<file path="config.mk">
export PLATFORM = sky130hd
export DESIGN_NAME = kalman_tx_ctrl_flat
export DESIGN_NICKNAME = d
export VERILOG_FILES = /design/src/rtl/kalman_tx_ctrl_if.sv /design/src/rtl/kalman_tx_ctrl.sv /design/src/flat_wrapper.sv
export SDC_FILE = /design/constraint.sdc
export NUM_CORES = 1
export LEC_CHECK = 0
export CAP_MARGIN = 20
export CORE_AREA = 4 4 111 113
export DETAILED_ROUTE_END_ITERATION = 8
export DIE_AREA = 0 0 115 117
export DONT_BUFFER_PORTS = 1
export GPL_ROUTABILITY_DRIVEN = 0
export SLEW_MARGIN = 10
export SYNTH_ARGS = -nofsm -noshare
export SYNTH_HDL_FRONTEND = slang
export SYNTH_SLANG_ARGS = --single-unit
</file>
<file path="constraint.sdc">
create_clock -name clk -period 4 [get_ports clk]
set_input_delay 0.6 -clock clk [delete_from_list [all_inputs] [get_ports clk]]
set_output_delay 0.6 -clock clk [all_outputs]
set_load 0.05 [all_outputs]
</file>
<file path="src/rtl/kalman_tx_ctrl_if.sv">
// Filter-sample input and serializer-load output bundle for kalman_tx_ctrl.
// master drives samples and consumes tx pulses; slave is the controller.
interface kalman_tx_ctrl_if #(
    parameter int DATA_W = 16
);
    logic [DATA_W-1:0] filt_data;
    logic              filt_valid;
    logic [DATA_W-1:0] tx_data;
    logic              tx_load;
    logic              frame_done;
    logic              frame_abort;

    modport master (
        output filt_data, filt_valid,
        input  tx_data, tx_load, frame_done, frame_abort
    );

    modport slave (
        input  filt_data, filt_valid,
        output tx_data, tx_load, frame_done, frame_abort
    );
endinterface

</file>
<file path="src/rtl/kalman_tx_ctrl.sv">
// Buffers Kalman filter samples and hands one word per Pi SPI frame to the serializer.
// Optional KALMAN_TX_OVR_COUNT_EN adds a saturating dropped-sample counter ovr_count.
module kalman_tx_ctrl #(
    parameter int DATA_W      = 16,
    parameter int FIFO_DEPTH  = 4,
    parameter int SYNC_STAGES = 2
) (
    input  logic                         clk,
    input  logic                         rst,
    kalman_tx_ctrl_if.slave              bus,
    input  logic                         rpi_cs,
    input  logic                         rpi_sck,
    input  logic                         clr_flags,
    output logic                         busy,
    output logic [$clog2(FIFO_DEPTH):0]  fifo_level,
    output logic                         overrun,
    output logic                         underrun
`ifdef KALMAN_TX_OVR_COUNT_EN
    ,
    output logic [7:0]                   ovr_count
`endif
);
    localparam int AW = $clog2(FIFO_DEPTH);
    localparam int LW = AW + 1;
    localparam int CW = $clog2(DATA_W + 1);

    typedef enum logic [1:0] {IDLE, LOAD, SHIFT, WAIT_CS} state_t;

    state_t              state;
    logic [CW-1:0]       bit_cnt;
    logic [DATA_W-1:0]   tx_data;
    logic                tx_load;
    logic                frame_done;
    logic                frame_abort;
    logic                frame_empty;

    logic [SYNC_STAGES-1:0] cs_sync;
    logic [SYNC_STAGES-1:0] sck_sync;
    logic [SYNC_STAGES:0]   fill;
    logic                   cs_prev;
    logic                   sck_prev;
    logic                   cs_fall;
    logic                   cs_rise;
    logic                   sck_rise;

    logic [DATA_W-1:0]   mem [FIFO_DEPTH];
    logic [AW-1:0]       wr_ptr;
    logic [AW-1:0]       rd_ptr;
    logic                full;
    logic                empty;
    logic                pop;
    logic                push;
    logic                drop;
    logic                under_set;

    assign bus.tx_data     = tx_data;
    assign bus.tx_load     = tx_load;
    assign bus.frame_done  = frame_done;
    assign bus.frame_abort = frame_abort;

    // Edges are suppressed until the chains hold real pin samples after reset.
    always_ff @(posedge clk or posedge rst) begin
        if (rst) begin
            cs_sync  <= '1;
            sck_sync <= '0;
            cs_prev  <= 1'b1;
            sck_prev <= 1'b0;
            fill     <= '0;
            cs_fall  <= 1'b0;
            cs_rise  <= 1'b0;
            sck_rise <= 1'b0;
        end else begin
            cs_sync  <= {cs_sync[SYNC_STAGES-2:0], rpi_cs};
            sck_sync <= {sck_sync[SYNC_STAGES-2:0], rpi_sck};
            cs_prev  <= cs_sync[SYNC_STAGES-1];
            sck_prev <= sck_sync[SYNC_STAGES-1];
            fill     <= {fill[SYNC_STAGES-1:0], 1'b1};
            cs_fall  <= fill[SYNC_STAGES] & cs_prev & ~cs_sync[SYNC_STAGES-1];
            cs_rise  <= fill[SYNC_STAGES] & ~cs_prev & cs_sync[SYNC_STAGES-1];
            sck_rise <= fill[SYNC_STAGES] & ~sck_prev & sck_sync[SYNC_STAGES-1];
        end
    end

    assign full      = (fifo_level == LW'(FIFO_DEPTH));
    assign empty     = (fifo_level == '0);
    assign pop       = frame_done & ~frame_empty & ~empty;
    assign push      = bus.filt_valid & (~full | pop);
    assign drop      = bus.filt_valid & full & ~pop;
    assign under_set = (state == LOAD) & empty;

    always_ff @(posedge clk) begin
        if (push)
            mem[wr_ptr] <= bus.filt_data;
    end

    always_ff @(posedge clk or posedge rst) begin
        if (rst) begin
            wr_ptr     <= '0;
            rd_ptr     <= '0;
            fifo_level <= '0;
        end else begin
            if (push)
                wr_ptr <= wr_ptr + 1'b1;
            if (pop)
                rd_ptr <= rd_ptr + 1'b1;
            if (push && !pop)
                fifo_level <= fifo_level + 1'b1;
            else if (pop && !push)
                fifo_level <= fifo_level - 1'b1;
        end
    end

    always_ff @(posedge clk or posedge rst) begin
        if (rst) begin
            overrun  <= 1'b0;
            underrun <= 1'b0;
        end else begin
            if (drop)
                overrun <= 1'b1;
            else if (clr_flags)
                overrun <= 1'b0;
            if (under_set)
                underrun <= 1'b1;
            else if (clr_flags)
                underrun <= 1'b0;
        end
    end

`ifdef KALMAN_TX_OVR_COUNT_EN
    always_ff @(posedge clk or posedge rst) begin
        if (rst)
            ovr_count <= '0;
        else if (drop) begin
            if (ovr_count != 8'hFF)
                ovr_count <= ovr_count + 8'd1;
        end else if (clr_flags)
            ovr_count <= '0;
    end
`endif

    always_ff @(posedge clk or posedge rst) begin
        if (rst) begin
            state       <= IDLE;
            bit_cnt     <= '0;
            tx_data     <= '0;
            tx_load     <= 1'b0;
            frame_done  <= 1'b0;
            frame_abort <= 1'b0;
            frame_empty <= 1'b0;
            busy        <= 1'b0;
        end else begin
            tx_load     <= 1'b0;
            frame_done  <= 1'b0;
            frame_abort <= 1'b0;
            case (state)
                IDLE: begin
                    if (cs_fall)
                        state <= LOAD;
                end
                LOAD: begin
                    tx_data     <= empty ? '0 : mem[rd_ptr];
                    frame_empty <= empty;
                    tx_load     <= 1'b1;
                    bit_cnt     <= '0;
                    busy        <= 1'b1;
                    state       <= SHIFT;
                end
                SHIFT: begin
                    // Abort leaves the head in place so the word is resent.
                    if (cs_rise) begin
                        frame_abort <= 1'b1;
                        busy        <= 1'b0;
                        state       <= IDLE;
                    end else if (sck_rise) begin
                        bit_cnt <= bit_cnt + 1'b1;
                        if (bit_cnt == CW'(DATA_W - 1)) begin
                            frame_done <= 1'b1;
                            state      <= WAIT_CS;
                        end
                    end
                end
                WAIT_CS: begin
                    if (cs_rise) begin
                        busy  <= 1'b0;
                        state <= IDLE;
                    end
                end
                default: state <= IDLE;
            endcase
        end
    end
endmodule
</file>
<file path="src/flat_wrapper.sv">
// flat-port wrapper written by rule: the top's interface ports become plain ports
module kalman_tx_ctrl_flat 
#(
    parameter int DATA_W      = 16,
    parameter int FIFO_DEPTH  = 4,
    parameter int SYNC_STAGES = 2
)
  (clk, rst, rpi_cs, rpi_sck, clr_flags, busy, fifo_level, overrun, underrun, bus_filt_data, bus_filt_valid, bus_tx_data, bus_tx_load, bus_frame_done, bus_frame_abort);
  kalman_tx_ctrl_if #(.DATA_W(DATA_W)) bus_i ();
  input  logic clk;
  input  logic rst;
  input  logic rpi_cs;
  input  logic rpi_sck;
  input  logic clr_flags;
  output logic busy;
  output logic [$clog2(FIFO_DEPTH):0] fifo_level;
  output logic overrun;
  output logic underrun;
  input wire logic [$bits(bus_i.filt_data)-1:0] bus_filt_data;
  input wire logic [$bits(bus_i.filt_valid)-1:0] bus_filt_valid;
  output wire logic [$bits(bus_i.tx_data)-1:0] bus_tx_data;
  output wire logic [$bits(bus_i.tx_load)-1:0] bus_tx_load;
  output wire logic [$bits(bus_i.frame_done)-1:0] bus_frame_done;
  output wire logic [$bits(bus_i.frame_abort)-1:0] bus_frame_abort;
  assign bus_i.filt_data = bus_filt_data;
  assign bus_i.filt_valid = bus_filt_valid;
  assign bus_tx_data = bus_i.tx_data;
  assign bus_tx_load = bus_i.tx_load;
  assign bus_frame_done = bus_i.frame_done;
  assign bus_frame_abort = bus_i.frame_abort;
  kalman_tx_ctrl #(.DATA_W(DATA_W), .FIFO_DEPTH(FIFO_DEPTH), .SYNC_STAGES(SYNC_STAGES)) u_core (.clk(clk), .rst(rst), .bus(bus_i), .rpi_cs(rpi_cs), .rpi_sck(rpi_sck), .clr_flags(clr_flags), .busy(busy), .fifo_level(fifo_level), .overrun(overrun), .underrun(underrun));
endmodule
</file>
==> metrics <==
first-pass GRT wire length between 10000 and 15000 um; CTS tree yes; EDFF count, synth 64; RSZ-0062 raised after global routing false; Max Slew Vio Count 0; placed cells about 400; post-CTS sizing 0; Post-synth top flop edfxtp_1; total grt overflow 0; synth cell count leaders edfxtp_1, dfrtp_1, inv_1, ha_1, o22ai_1; Max Cap Viol 0; Remaining DRCs 0; Final setup viols 0; area occupied by multi-input gates between 1000 and 1500 um^2; initial core utilization 39.4%; vias in the first global route 2397; worst rel slew slack 41.6%; placed cell area 4580 um^2; cell with the most instances after synthesis edfxtp_1; Synth Net Count 298; hold_buf cts 0; Final Cycle Share 60.4%; Mapped Cells between 200 and 300; Synth cell types 44; Sink Count around 110; Critical R2R Launch u_core.fifo_level[2]$_DFFE_PP0P_; Pre-Repair DR Iteration Count 4; largest net degree at the start of global routing 50; cell area after layout about 5200 um^2; fin cells between 400 and 500; clock buffer depth 2; CP Class reg2reg; area occupied by registers roughly 3200 um^2; I/O Pins 47; nets between 300 and 400; die height approximately 120 um; Area Overhead vs Synth 16.3%; outcome finished, final reports clean; worst path arrival time approximately 2.7 ns; worst setup path start u_core.fifo_level[2]$_DFFE_PP0P_; TritonCTS Buffers 17; PD cells 788 nW/um^2; Lkg Pwr between 2 and 2.5 nW; DIE AREA ~13000 um^2; Critical Path Sink u_core.fifo_level[2]$_DFFE_PP0P_; critical path required time 4.31 ns; DR vias/cell between 4 and 5; worst reg-to-reg setup slack approximately 1.6 ns; via count 2153; crit start category flop; Antenna diodes 0; clock skew approximately 0.014 ns; top cell type by total area after synthesis edfxtp_1; Post-Route WL 7970 um; Buffers on Ports 0; Seq/Total Area, Yosys slightly above 70%; num rows 39; worst vdd ir approximately 530 uV; Mapped Avg Cell Area 16.9 um^2; count of state elements after synthesis approximately 110; crit path time final approximately 2.4 ns; Worst Setup End Kind flop; Hold Crit Class in2async; CORE AREA roughly 11000 um^2; DP Wirelength 5000 um; DRT antenna net count 0; Yosys Warn Count 0; Hold Violations, Final 0; DRT iter0 DRCs 113; reg2reg path depth 8; worst skew pair latency 0.40 ns; DR WL/cell approximately 18 um; TNS Setup 0 ns; All-Layer GR Usage about an eighth; # fillers 985; Clock transition at path regs 0.05 ns; largest cells by area after synthesis edfxtp_1, dfrtp_1, mux4_1; area share of the leading cell type in the synthesized netlist between 40% and 50%; Die W roughly 120 um; max frequency 414 MHz; Reg2Reg Capture Point u_core.fifo_level[2]$_DFFE_PP0P_; CTS H-tree depth 4; buffer count from post-CTS setup fixing 0; share of cells above drive strength 1 17.1%; Post-Syn Area 4460 um^2; CTS root buffer clkbuf_16; Worst-Margin Slew between 0.8 and 0.9 ns; CP max FO 5; Async SR Flop Fraction between 40% and 50%; initial antenna violation count 0
area by class of cell:
class / instances / area share [%]
multi-input combinational: 106 / 21.3
timing repair buffer: 2 / 0.676
sequential: 113 / 60.8
tap: 143 / 3.45
inverter: 39 / 2.82
clock buffer: 23 / 9.41
clock inverter: 9 / 1.59
placed cells by master (no fill, tap or decap), types with 5 or more instances in the layout:
master / synthesis / routed
nor2_1: 5 / 5
dfrtp_1: 46 / 46
mux4_1: 8 / 8
inv_1: 38 / 37
edfxtp_1: 64 / 64
clkbuf_16: 0 / 17
ha_1: 11 / 11
mux4_2: 8 / 8
o2bb2ai_1: 9 / 9
and2_1: 5 / 5
o22ai_1: 10 / 10
flip-flops by register name, indices dropped and copies added (netlist names), 3 cells and up:
signal and flops:
u_core.fill 3, u_core.bus.tx_data 16, u_core.fifo_level 3, u_core.mem 64, u_core.bit_cnt 5
per-layer routing:
metal	GRT usage, %	vias to the layer above	share of wire, %
li1	-	999	-
met1	15.9	1092	43
met2	21.0	48	50
met3	4.58	14	5.3
met4	6.34	0	2.0
met5	0	-	0
power breakdown:
part | internal, mW | switching [mW] | total [mW]
Sequential | 1.52 | 0.538 | 2.06
Clock | 0.916 | 0.492 | 1.41
Combinational | 0.247 | 0.371 | 0.618
through the flow:
stage	power [mW]	hold WS, ns	worst slack [ns]	util, %
floorplan	2.52	0.331	1.73	-
global placement	2.70	0.333	1.61	40.5
detailed placement	2.73	0.336	1.58	40.5
CTS	4.15	0.178	1.56	45.5
global route	4.30	0.155	1.42	45.8
finish	4.09	0.130	1.58	45.8
worst min path at each step:
stage          slack [ns]                     start                            endpoint
3_5_place_dp         0.34  u_core.fill[0]$_DFF_PP0_            u_core.fill[1]$_DFF_PP0_
5_1_grt              0.16                       rst  u_core.bus.tx_data[10]$_DFFE_PP0P_
2_1_floorplan        0.33  u_core.fill[0]$_DFF_PP0_            u_core.fill[1]$_DFF_PP0_
4_1_cts              0.18                    rpi_cs         u_core.cs_sync[0]$_DFF_PP1_
3_3_place_gp         0.33  u_core.fill[0]$_DFF_PP0_            u_core.fill[1]$_DFF_PP0_
6_report             0.13                       rst  u_core.bus.tx_data[11]$_DFFE_PP0P_
critical path, stage by stage (launching register included):
cell and delay (ns):
dfrtp_1 0.64, or3_4 0.52, nand2_1 0.12, ha_1 0.19, inv_1 0.06, fa_1 0.37, xor2_1 0.17, nor2_1 0.11
xor2_1 0.15
cell families (layout without fill, tap and decap cells):
group                      count (synthesis)  after routing  share of synthesized area (%)
AOI/OAI and AO/OA                         33             33                           5.56
buffers and inverters                     45             73                           4.57
xor gates and xnor gates                   6              6                           1.18
and+or+nand+nor                           34             34                           4.66
adders and majority gates                 12             12                           3.54
muxes                                     20             20                           9.74
DFF                                      113            113                           70.7
other                                      1              1                         0.0841
(Power assumes the default switching activity.)
